==> src/rtl/capture_buffer_ctrl_pkg.sv <==
// Shared types and sizing for the capture buffer controller and its helpers.
package capture_pkg;

    localparam int unsigned DEPTH = 6144;
    localparam int unsigned AW    = 13;
    localparam int unsigned CW    = 14;

    typedef enum logic [2:0] {
        IDLE,
        ARMED,
        TRIGGERED,
        DONE,
        RD_ISSUE,
        RD_WAIT,
        RD_HOLD
    } state_t;

    // Post-trigger length can never exceed one buffer's worth minus the trigger sample.
    function automatic logic [CW-1:0] clamp_post(input logic [CW-1:0] v);
        return (v > CW'(DEPTH - 1)) ? CW'(DEPTH - 1) : v;
    endfunction

endpackage

==> src/rtl/capture_buffer_ctrl_wrap_counter.sv <==
// Address counter over 0..DEPTH-1 with synchronous load and compare-and-wrap.
module wrap_counter
    import capture_pkg::*;
(
    input  logic          clk,
    input  logic          rst,
    input  logic          i_load,
    input  logic [AW-1:0] i_load_val,
    input  logic          i_inc,
    output logic [AW-1:0] o_count,
    output logic          o_terminal
);

    logic [AW-1:0] r_count;

    assign o_count    = r_count;
    assign o_terminal = (r_count == AW'(DEPTH - 1));

    // Load has priority; increments wrap at DEPTH-1 so the upper address range is never reached.
    always_ff @(posedge clk or posedge rst) begin
        if (rst) begin
            r_count <= '0;
        end else if (i_load) begin
            r_count <= i_load_val;
        end else if (i_inc) begin
            r_count <= o_terminal ? '0 : r_count + AW'(1);
        end
    end

endmodule

==> src/rtl/capture_buffer_ctrl.sv <==
// Circular capture into the 6144x9 sample RAM, post-trigger countdown, and
// oldest-first readout over a valid/ack handshake.
module capture_buffer_ctrl
    import capture_pkg::*;
(
    input  logic          CLK,
    input  logic          RESET,
    input  logic          arm,
    input  logic          abort,
    input  logic          sample_valid,
    input  logic [7:0]    sample_data,
    input  logic          sample_flag,
    input  logic          trigger,
    input  logic [CW-1:0] post_count,
    input  logic          rd_start,
    input  logic          rd_ack,
    input  logic [7:0]    ram_dout,
    input  logic          ram_doutp,
    output logic [AW-1:0] ram_addr,
    output logic          ram_we,
    output logic          ram_en,
    output logic [7:0]    ram_din,
    output logic          ram_dinp,
    output logic          rd_valid,
    output logic [7:0]    rd_data,
    output logic          rd_flag,
    output logic          armed,
    output logic          capture_done,
    output logic          readout_done
);

    state_t        r_state, w_next_state;
    logic [CW-1:0] r_post, r_remaining;
    logic          r_filled;
    logic [AW-1:0] r_ram_addr;
    logic          r_ram_we, r_ram_en, r_ram_dinp;
    logic [7:0]    r_ram_din, r_rd_data;
    logic          r_rd_valid, r_rd_flag, r_readout_done;

    logic          w_accept, w_wptr_clear, w_post_load, w_post_dec;
    logic          w_rd_load, w_rd_step, w_rd_capture, w_rd_end, w_rd_issue;
    logic [AW-1:0] w_wptr, w_rptr, w_rptr_next, w_rd_load_ptr, w_rd_issue_addr;
    logic          w_wptr_term, w_rptr_term;
    logic [CW-1:0] w_post_clamped, w_rd_load_len;

    wrap_counter u_wptr (
        .clk        (CLK),
        .rst        (RESET),
        .i_load     (w_wptr_clear),
        .i_load_val ('0),
        .i_inc      (w_accept),
        .o_count    (w_wptr),
        .o_terminal (w_wptr_term)
    );

    wrap_counter u_rptr (
        .clk        (CLK),
        .rst        (RESET),
        .i_load     (w_rd_load),
        .i_load_val (w_rd_load_ptr),
        .i_inc      (w_rd_step),
        .o_count    (w_rptr),
        .o_terminal (w_rptr_term)
    );

    assign w_post_clamped = clamp_post(post_count);
    assign w_rd_load_ptr  = r_filled ? w_wptr : '0;
    assign w_rd_load_len  = r_filled ? CW'(DEPTH) : CW'(w_wptr);
    assign w_rptr_next    = w_rptr_term ? '0 : w_rptr + AW'(1);

    // The RAM read is launched on the transition into RD_ISSUE so that EN/ADDR are
    // on the pins during RD_ISSUE and DOUT is settled by the end of RD_WAIT.
    assign w_rd_issue      = (w_rd_load && (w_rd_load_len != '0)) ||
                             (w_rd_step && (r_remaining != CW'(1)));
    assign w_rd_issue_addr = w_rd_load ? w_rd_load_ptr : w_rptr_next;

    // State register.
    always_ff @(posedge CLK or posedge RESET) begin
        if (RESET) begin
            r_state <= IDLE;
        end else begin
            r_state <= w_next_state;
        end
    end

    // Next-state and per-cycle control strobes; abort overrides every other request.
    always_comb begin
        w_next_state = r_state;
        w_accept     = 1'b0;
        w_wptr_clear = 1'b0;
        w_post_load  = 1'b0;
        w_post_dec   = 1'b0;
        w_rd_load    = 1'b0;
        w_rd_step    = 1'b0;
        w_rd_capture = 1'b0;
        w_rd_end     = 1'b0;
        if (abort) begin
            w_next_state = IDLE;
        end else begin
            case (r_state)
                IDLE: begin
                    if (arm) begin
                        w_wptr_clear = 1'b1;
                        w_next_state = ARMED;
                    end
                end
                ARMED: begin
                    if (sample_valid) begin
                        w_accept = 1'b1;
                        if (trigger) begin
                            w_post_load  = 1'b1;
                            w_next_state = (w_post_clamped == '0) ? DONE : TRIGGERED;
                        end
                    end
                end
                TRIGGERED: begin
                    if (sample_valid) begin
                        w_accept   = 1'b1;
                        w_post_dec = 1'b1;
                        if (r_post == CW'(1)) begin
                            w_next_state = DONE;
                        end
                    end
                end
                DONE: begin
                    if (arm) begin
                        w_wptr_clear = 1'b1;
                        w_next_state = ARMED;
                    end else if (rd_start) begin
                        w_rd_load    = 1'b1;
                        w_next_state = RD_ISSUE;
                    end
                end
                RD_ISSUE: begin
                    if (r_remaining == '0) begin
                        w_rd_end     = 1'b1;
                        w_next_state = IDLE;
                    end else begin
                        w_next_state = RD_WAIT;
                    end
                end
                RD_WAIT: begin
                    w_rd_capture = 1'b1;
                    w_next_state = RD_HOLD;
                end
                RD_HOLD: begin
                    if (rd_ack) begin
                        w_rd_step    = 1'b1;
                        w_next_state = RD_ISSUE;
                    end
                end
                default: w_next_state = IDLE;
            endcase
        end
    end

    // Registered RAM port, counters, filled flag and readout handshake.
    always_ff @(posedge CLK or posedge RESET) begin
        if (RESET) begin
            r_ram_addr     <= '0;
            r_ram_we       <= 1'b0;
            r_ram_en       <= 1'b0;
            r_ram_din      <= '0;
            r_ram_dinp     <= 1'b0;
            r_filled       <= 1'b0;
            r_post         <= '0;
            r_remaining    <= '0;
            r_rd_valid     <= 1'b0;
            r_rd_data      <= '0;
            r_rd_flag      <= 1'b0;
            r_readout_done <= 1'b0;
        end else begin
            r_ram_we       <= w_accept;
            r_ram_en       <= w_accept | w_rd_issue;
            r_readout_done <= w_rd_end;
            if (w_accept) begin
                r_ram_addr <= w_wptr;
                r_ram_din  <= sample_data;
                r_ram_dinp <= sample_flag;
            end else if (w_rd_issue) begin
                r_ram_addr <= w_rd_issue_addr;
            end
            if (w_wptr_clear) begin
                r_filled <= 1'b0;
            end else if (w_accept && w_wptr_term) begin
                r_filled <= 1'b1;
            end
            if (w_post_load) begin
                r_post <= w_post_clamped;
            end else if (w_post_dec) begin
                r_post <= r_post - CW'(1);
            end
            if (w_rd_load) begin
                r_remaining <= w_rd_load_len;
            end else if (w_rd_step) begin
                r_remaining <= r_remaining - CW'(1);
            end
            if (abort || w_rd_step) begin
                r_rd_valid <= 1'b0;
            end else if (w_rd_capture) begin
                r_rd_valid <= 1'b1;
            end
            if (w_rd_capture) begin
                r_rd_data <= ram_dout;
                r_rd_flag <= ram_doutp;
            end
        end
    end

    assign ram_addr     = r_ram_addr;
    assign ram_we       = r_ram_we;
    assign ram_en       = r_ram_en;
    assign ram_din      = r_ram_din;
    assign ram_dinp     = r_ram_dinp;
    assign rd_valid     = r_rd_valid;
    assign rd_data      = r_rd_data;
    assign rd_flag      = r_rd_flag;
    assign armed        = (r_state == ARMED) || (r_state == TRIGGERED);
    assign capture_done = (r_state == DONE);
    assign readout_done = r_readout_done;

endmodule

==> config.mk <==
export PLATFORM = sky130hd
export DESIGN_NAME = capture_buffer_ctrl
export DESIGN_NICKNAME = d
export VERILOG_FILES = /design/src/rtl/capture_buffer_ctrl_pkg.sv /design/src/rtl/capture_buffer_ctrl_wrap_counter.sv /design/src/rtl/capture_buffer_ctrl.sv
export SDC_FILE = /design/constraint.sdc
export NUM_CORES = 1
export LEC_CHECK = 0
export ABC_AREA = 1
export CAP_MARGIN = 20
export CELL_PAD_IN_SITES_DETAIL_PLACEMENT = 1
export CELL_PAD_IN_SITES_GLOBAL_PLACEMENT = 2
export CORE_MARGIN = 2
export CORE_UTILIZATION = 31
export CTS_CLUSTER_DIAMETER = 100
export DETAILED_ROUTE_END_ITERATION = 16
export HOLD_SLACK_MARGIN = 0.05
export PLACE_DENSITY_LB_ADDON = 0.08
export SYNTH_ARGS = -nofsm -noshare
export SYNTH_HDL_FRONTEND = slang
export SYNTH_SLANG_ARGS = --single-unit
==> constraint.sdc <==
create_clock -name CLK -period 4 [get_ports CLK]
set_input_delay 0.8 -clock CLK [delete_from_list [all_inputs] [get_ports CLK]]
set_output_delay 0.8 -clock CLK [all_outputs]
set_load 0.02 [all_outputs]
**Yosys cells after proc, flatten, opt, wreduce, memory -nomap -nowiden**

Index checks and enable logic that the tools add are counted.
W data, S select, Z words.

- Flip-flop bits (word level): 93
- Output and inout port bits: 37
- Word-level logic and storage cells: 113

- Add/sub/neg operators: 4
- $lt $le $gt $ge: 1
- Equality and inequality tests: 17
- Mux-type cells: 56
- Bitwise operators: 1
- Reduce and logical (&&, ||, !) cells: 19

Operator list:

| cell | number |
|---|---|
| $mux W13 | 11 |
| $mux W14 | 5 |
| $mux W3 | 10 |
| $mux W1 | 29 |
| $logic_not A14 Y1 | 2 |
| $sub A14 B1 Y14 const B | 2 |
| $add A13 B1 Y13 const B | 2 |
| $eq A13 B13 Y1 const B | 2 |
| $pmux W3 S7 | 1 |
| $ne A3 B3 Y1 const B | 6 |
| $eq A14 B1 Y1 const B | 1 |
| $gt A14 B13 Y1 const B | 1 |
| $ne A14 B1 Y1 const B | 1 |
| $reduce_bool A14 Y1 | 1 |
| $reduce_bool A2 Y1 | 6 |
| $eq A3 B3 Y1 const B | 3 |
| $reduce_and A7 Y1 | 1 |
| $eq A3 B2 Y1 const B | 2 |
| $ne A4 B4 Y1 const B | 1 |
| $reduce_or A2 Y1 | 2 |
| $eq A3 B1 Y1 const B | 1 |
| $logic_and A1 B1 Y1 | 3 |
| $logic_not A3 Y1 | 1 |
| $logic_or A1 B1 Y1 | 3 |
| $or A1 B1 Y1 | 1 |

**Depth between registers and ports, before layout**

Gate-level depths: netlist of the first run.

- Depth in word-level cells: 8
- Gate-level depth with buffers: 11

**Modules after synthesis**

Synthesis of the first run repeated with hierarchy kept, for this count alone.

- Cells, all modules: 890
- Area total of the unflattened synthesis: 6,283.5 um^2

By module, submodules not included:

| module | instances | cells an instance | area each (um^2) |
|---|---|---|---|
| capture_buffer_ctrl | 1 | 638 | 4,414.2 |
| wrap_counter (u_rptr) | 1 | 125 | 954.7 |
| wrap_counter (u_wptr) | 1 | 127 | 914.6 |

**Least setup slack after synthesis of the first run**

Ideal clock, no wire load.

- Kind: input port to flip-flop
- Start: input port abort
- End: register r_post[11]
- Library setup time: 0.127 ns
- Arrival time: 1.806 ns
- Data required time: 3.873 ns
- Path slack: 2.066 ns
- Stages on the path: 10
- Buffers on the path: 2
- Path through: inv_1 -> buf_4 -> nand2_2 -> nor2_2 -> inv_2 -> nand2_1 -> buf_4 -> inv_1 -> nand2_1 -> o21ai_0

- Word-level cells in the longest chain between the ends: 2
- Elaborated cells between the ends (all ways): 4

RTL lines:

| element | line | text |
|---|---|---|
| from (decl) | capture_buffer_ctrl.sv:9 | `input logic abort,` |
| $mux W1 | capture_buffer_ctrl.sv:97 | `if (abort) begin` |
| $mux W14 / $reduce_bool A2 Y1 (equally long branches) | - |  |
| to (signal assigned) | capture_buffer_ctrl.sv:189 | `r_post <= w_post_clamped;` |
| to (signal assigned) | capture_buffer_ctrl.sv:191 | `r_post <= r_post - CW'(1);` |
| to (decl) | capture_buffer_ctrl.sv:33 | `logic [CW-1:0] r_post, r_remaining;` |

Parallel ways exist; a longest one is shown, timed or not.
A chain may end at the register's enable or synchronous reset.

**Final worst setup path of the first run**

- Start: input port abort
- End: register r_post[0]

Same word-level chain as after synthesis.

==> flow_summary_export.csv, run 1 <==
group,metric,value,unit
run_status,status,"complete, no violations",
synth,ys_seq_area_frac,0.418,
worst_setup_path,critPathTopFamily,"buffers and inverters",
synth,synth_area,5560,um^2
timing,fin_crit_sh,0.702,
cts,cts_made_buffers,9,
synth,synthCells,775,
die,die_w,138,um
die,rows,48,
final_layout,final_cells,1078,
synth,synth_ff_type,"dfrtp_1",
die,boundaryPins,77,
cts,path_clk_slew,0.07,ns
synth,synthArstFlopShare,1.00,
synth,synth-compound-area-share,0.110,
flow_run,max-cap-violations,0,
cts,postCtsHoldBufs,0,
timing,slew_headroom,0.537,
timing,worst_slew_pin_slew,0.695,ns
timing,finalSetupViolations,0,
place,gp_congestion,0.842,
place,place_hpwl,13900,um
timing,skew,0.00988,ns
timing,tns,0,ns
place,io_buffers,76,
drt,drc,0,
worst_setup_path,cp-end-kind,"flop",
die,initial_core_util,0.319,
worst_hold_path,hold_class,"reg -> reg",
synth,avgSynthCellArea,7.18,um^2
synth,synth_warnings,0,
worst_setup_path,cp_data_arrival_time,3.04,ns
final_layout,multiInputGateArea,2770,um^2
worst_setup_path,critical_path_class,"in -> reg",
cts,cts_sinks,93,
synth,ys_ff_latch,93,
timing,period_minus_slack,2.81,ns
global_route,grt_max_degree,51,
timing,grt_setup_unrepaired,"no",
worst_setup_path,cp_slowest_cell,"clkdlybuf4s50_1",
timing,max_freq,0.356,GHz
drt,avgRoutedWirePerCell,16.9,um
worst_setup_path,cp_cell_sequence,"clkdlybuf4s50_1 > inv_1 > nand2_2 > inv_2 > nand3_1 > buf_4 > inv_2 > nand2_1 > o21ai_0 > o21ai_0",
die,floorplan.core_area,17400,um^2
final_layout,design_area,6840,um^2
synth,synth_adder_area_share,0.0135,
synth,synthMuxAreaShare,0.0182,
global_route,overflow,0,
synth,synth-simple-area-share,0.338,
drt,dr.pass1.iters,4,
worst_setup_path,required,4.23,ns
die,die_area,19000,um^2
timing,final_max_slew_viol_count,0,
synth,synth_edf_count,0,
drt,vias_per_cell,4.99,
drt,via_count,5375,
global_route,antenna_found_initial,0,
place,post-place-cells,1062,
drt,dr.first_iter.drc_count,261,
pwr,power.density,596,nW/um^2
final_layout,syn_to_final_growth,23.0,%
drt,ant_nets,0,
final_layout,nNetsFinal,894,
cts,cts.path.max_buffers,2,
cts,cts_setup_buffers,0,
cts,cts_resized,0,
cts,cts-htree-levels,3,
global_route,grt_pass1_vias,5614,
worst_setup_path,path_buf_inv,5,
timing,report.final.hold_viol_count,0,
pwr,p_leak,0.00321,uW
place,dpl_cell_area,6520,um^2
synth,synth_nets,821,
worst_setup_path,worstSetupStartpointType,"input pin",
final_layout,register_area,2330,um^2
final_layout,num_antenna_cells,0,
die,die_y,138,um
global_route,grt_pass1_wl,30200,um
final_layout,drive_above_1_share,0.0680,
cts,root_buffer,"clkbuf_16",
final_layout,nFillCells,2187,
synth,synth.distinct_cells,38,
worst_setup_path,cp_max_fo,13,
cts,clk_latency,0.36,ns
global_route,grt_use_total,0.206,
synth,yosys.area_share.xor_xnor,0.0189,
cts,cts_tree,"done",
pwr,ir_worst_vdd,0.000292,V
worst_setup_path,max_stage_delay,0.49,ns
drt,wl,18200,um
synth,synth_top_family_by_area,"simple AND/OR/NAND/NOR gates",
final_layout,fin_util,0.393,
## synthesized netlist by cell type (all sizes together) (10+ instances only)
| library cell | n | share of area |
|---|---|---|
| inv | 84 | 0.057 |
| o211ai | 10 | 0.013 |
| nand3 | 71 | 0.066 |
| buf | 19 | 0.025 |
| xor2 | 10 | 0.016 |
| o21ai | 50 | 0.045 |
| a31oi | 16 | 0.018 |
| nand2 | 231 | 0.16 |
| nor2 | 106 | 0.075 |
| nand4 | 11 | 0.012 |
| nor3 | 20 | 0.021 |
| dfrtp | 93 | 0.42 |
| a21oi | 21 | 0.022 |
## worst min-delay path: stages, from the launching register on
cell	delay, ns
dfrtp_1	0.34
nand2_1	0.05
nand2_1	0.05
## metal layers
metal	routed length, um	vias to the layer above	global-route usage
met4	325	0	0.0663
met2	7880	80	0.307
li1	-	2670	-
met5	0	-	0
met1	9310	2603	0.303
met3	685	22	0.0325
## logic make-up (layout without fill, tap and decap cells)
| family | count (synthesis) | in the layout |
|---|---|---|
| multiplexers | 9 | 9 |
| AO/OA/AOI/OAI | 106 | 106 |
| flip-flops | 93 | 93 |
| AND/OR/NAND/NOR | 443 | 443 |
| adder cells (fa/ha/maj) | 6 | 6 |
| buffers and inverters | 106 | 184 |
| XOR/XNOR | 12 | 12 |
## cell type report
type / count / area share
well taps: 225 / 0.0411
repair buffers: 84 / 0.120
clock inverters: 5 / 0.0119
clock buffers: 11 / 0.0355
flip-flops and latches: 93 / 0.340
inverters: 84 / 0.0465
multi-input cells: 576 / 0.405
## registers in the layout (all words and copies together) (netlist names), 3 cells and up
register,count
ram_addr,13
r_remaining,14
r_post,14
u_wptr.o_count,13
u_rptr.o_count,13
ram_din,8
rd_data,8
r_state,3
## metrics by stage
step           worst slack (ns)  hold WS [ns]  power, uW
2_1_floorplan             0.780         0.431       2490
3_3_place_gp              0.930         0.462       3080
3_5_place_dp              0.863         0.469       3130
4_1_cts                    1.24         0.491       4120
5_1_grt                   0.930         0.510       4400
6_report                   1.19         0.481       4080
## final timing paths
| path | cells past startpoint | slack, ns | start | end |
|---|---|---|---|---|
| max | 10 | 1.19 | abort | r_post[0]$_DFFE_PP0P_ |
| min reg2reg | 2 | 0.48 | ram_din[6]$_DFFE_PP0P_ | ram_din[6]$_DFFE_PP0P_ |
| max in group asynchronous | 3 | 2.28 | RESET | u_wptr.o_count[8]$_DFFE_PP0P_ |
| max reg2reg | 9 | 1.66 | r_state[1]$_DFFE_PP0P_ | r_remaining[5]$_DFFE_PP0P_ |
| min | 2 | 0.48 | ram_din[6]$_DFFE_PP0P_ | ram_din[6]$_DFFE_PP0P_ |
| min in group asynchronous | 2 | 0.89 | RESET | ram_din[1]$_DFFE_PP0P_ |
## placed cells by master (no fill, tap or decap), types with 16 or more instances in the layout
cell	netlist	final
a21oi_1	19	19
inv_1	76	75
a31oi_1	16	16
nand2_1	226	226
clkdlybuf4s50_1	0	76
nor3_1	18	18
nor2_1	101	101
nand3_1	69	69
o21ai_0	45	45
dfrtp_1	93	93
## report_power, final
group | total [uW] | switching (uW) | internal [uW]
Clock | 966 | 399 | 567
Sequential | 1520 | 275 | 1240
Combinational | 1590 | 962 | 633
Power figures use the tool's default switching activity.
==> inputs of run 2 (changes only) <==
clock period = 2.6 ns   (was 4 ns; I/O delays follow)
==> run 2 against run 1 <==
  * Final cell count up 1.3%
  * Combinational power up 55%
  * Sequential power up 55%
  * Clock-buffer cell count unchanged
  * Clock power up 43%
  * Highest routed layer unchanged
  * Worst setup slack worse by 1.1 ns
  * Critical path depth down 6
  * Register-to-register slack worse by 1.1 ns
  * Core utilization up 0.70 points
  * Die area unchanged
  * Power up 52%
  * Largest cell class unchanged
==> flow_summary_export.csv, run 2 (synthesized netlist as in run 1, its figures left out) <==
group,metric,value,unit
timing,final_max_slew_viol_count,0,
final_layout,num_antenna_cells,0,
drt,ant_nets,0,
cts,cts_resized,0,
timing,slew_headroom,0.586,
global_route,grt_pass1_wl,30600,um
worst_setup_path,cp_cell_sequence,"inv_1 > nand3_2 > nand2_1 > clkdlybuf4s50_1",
worst_setup_path,path_buf_inv,2,
cts,cts_sinks,93,
timing,finalSetupViolations,0,
final_layout,final_cell_mix,"nand2_1, nor2_1, dfrtp_1",
drt,via_count,5395,
drt,wl,18600,um
worst_setup_path,rrSetupSlack,0.53,ns
place,gp_congestion,0.871,
final_layout,nFillCells,2208,
final_layout,nNetsFinal,908,
timing,period_minus_slack,2.49,ns
timing,skew,0.00743,ns
worst_setup_path,cp_data_arrival_time,1.97,ns
die,floorplan.core_area,17400,um^2
cts,cts_setup_buffers,0,
timing,grt_setup_unrepaired,"no",
timing,fin_crit_sh,0.958,
cts,cts-htree-levels,3,
worst_setup_path,cp_slowest_cell,"clkdlybuf4s50_1",
cts,cts_tree,"done",
timing,report.final.hold_viol_count,0,
final_layout,reg.largest.list,"r_post x14, r_remaining x14",
drt,vias_per_cell,4.94,
timing,max_freq,0.401,GHz
worst_hold_path,hold_class,"reg -> reg",
cts,cts.path.max_buffers,2,
pwr,power.density,891,nW/um^2
worst_setup_path,cp-end-kind,"primary output",
timing,tns,0,ns
place,place_hpwl,14500,um
worst_setup_path,critical_path_class,"reg -> out",
die,boundaryPins,77,
global_route,grt_pass1_vias,5802,
timing,worst_slew_pin_slew,0.619,ns
place,io_buffers,76,
flow_run,max-cap-violations,0,
run_status,status,"complete, no violations",
worst_setup_path,critPathTopFamily,"buffers and inverters",
die,die_area,19000,um^2
cts,clk_latency,0.35,ns
drt,avgRoutedWirePerCell,17.0,um
timing,holdWs,0.487,ns
worst_setup_path,max_stage_delay,0.61,ns
drt,dr.pass1.iters,4,
drt,drc,0,
die,die_y,138,um
worst_setup_path,cp_max_fo,7,
drt,dr.first_iter.drc_count,209,
cts,postCtsHoldBufs,0,
final_layout,final_common_cell,"nand2_1",
global_route,grt_use_total,0.209,
global_route,grt_max_degree,44,
final_layout,syn_to_final_growth,25.1,%
cts,cts_made_buffers,9,
global_route,antenna_found_initial,0,
die,rows,48,
die,initial_core_util,0.319,
final_layout,drive_above_1_share,0.0830,
global_route,overflow,0,
die,die_w,138,um
worst_setup_path,required,2.08,ns
cts,path_clk_slew,0.07,ns
worst_setup_path,worstSetupStartpointType,"flop",
pwr,ir_worst_vdd,0.000483,V
cts,root_buffer,"clkbuf_16",
pwr,p_leak,0.00327,uW
run 2: layout make-up:
cell class                 count  area, um^2  share of cell area
timing repair buffer          98         963               0.138
multi-input combinational    576        2770               0.398
sequential                    93        2330               0.334
inverter                      84         319              0.0458
clock buffer                  11         243              0.0349
tap                          225         282              0.0404
clock inverter                 5        58.8             0.00845
run 2: final timing paths:
| check | startpoint | end | depth (start not counted) |
|---|---|---|---|
| setup reg to reg | u_wptr.o_count[0]$_DFFE_PP0P_ | u_wptr.o_count[9]$_DFFE_PP0P_ | 10 |
| min in group asynchronous | RESET | rd_data[1]$_DFFE_PP0P_ | 2 |
| hold / removal | ram_addr[0]$_DFFE_PP0P_ | ram_addr[0]$_DFFE_PP0P_ | 2 |
| hold reg to reg | ram_addr[0]$_DFFE_PP0P_ | ram_addr[0]$_DFFE_PP0P_ | 2 |
| max in group asynchronous | RESET | u_wptr.o_count[1]$_DFFE_PP0P_ | 3 |
| setup / recovery | r_state[2]$_DFFE_PP0P_ | armed | 4 |
run 2: tightest hold or removal path: cells and delay by family (launching register included):
kind	cells	cell delay, ns
AND/OR/NAND/NOR	2	0.11
flip-flops	1	0.34
run 2: per-stage QoR:
step / cell area [um^2] / std cells / power (uW) / util / setup slack [ns]
after CTS: 6960 / 1092 / 6270 / 0.400 / 0.0804
after global routing: 6960 / 1092 / 6670 / 0.400 / 0.0125
final: 6960 / 1092 / 6210 / 0.400 / 0.109
after floorplan: 5570 / 775 / 3840 / - / 0.867
after detailed placement: 6660 / 1076 / 4860 / 0.382 / 0.223
after global placement: 6660 / 1076 / 4780 / 0.382 / 0.288
run 2: per-layer routing:
layer,global-route usage,vias up,wire length [um]
li1,-,2691,-
met1,0.296,2605,9350
met2,0.328,84,8330
met3,0.0340,15,665
met4,0.0629,0,248
met5,0,-,0
run 2: where the power goes:
| part | switching (uW) | leakage, uW | internal, uW |
|---|---|---|---|
| Sequential | 449 | 0.00120 | 1910 |
| Clock | 602 | 0.000142 | 775 |
| Combinational | 1470 | 0.00193 | 1000 |
==> inputs of run 3 (changes only) <==
CAP_MARGIN = default   (was 20)
==> results of run 3 <==
The final DEF is identical to that of run 2; final timing and power are the same.
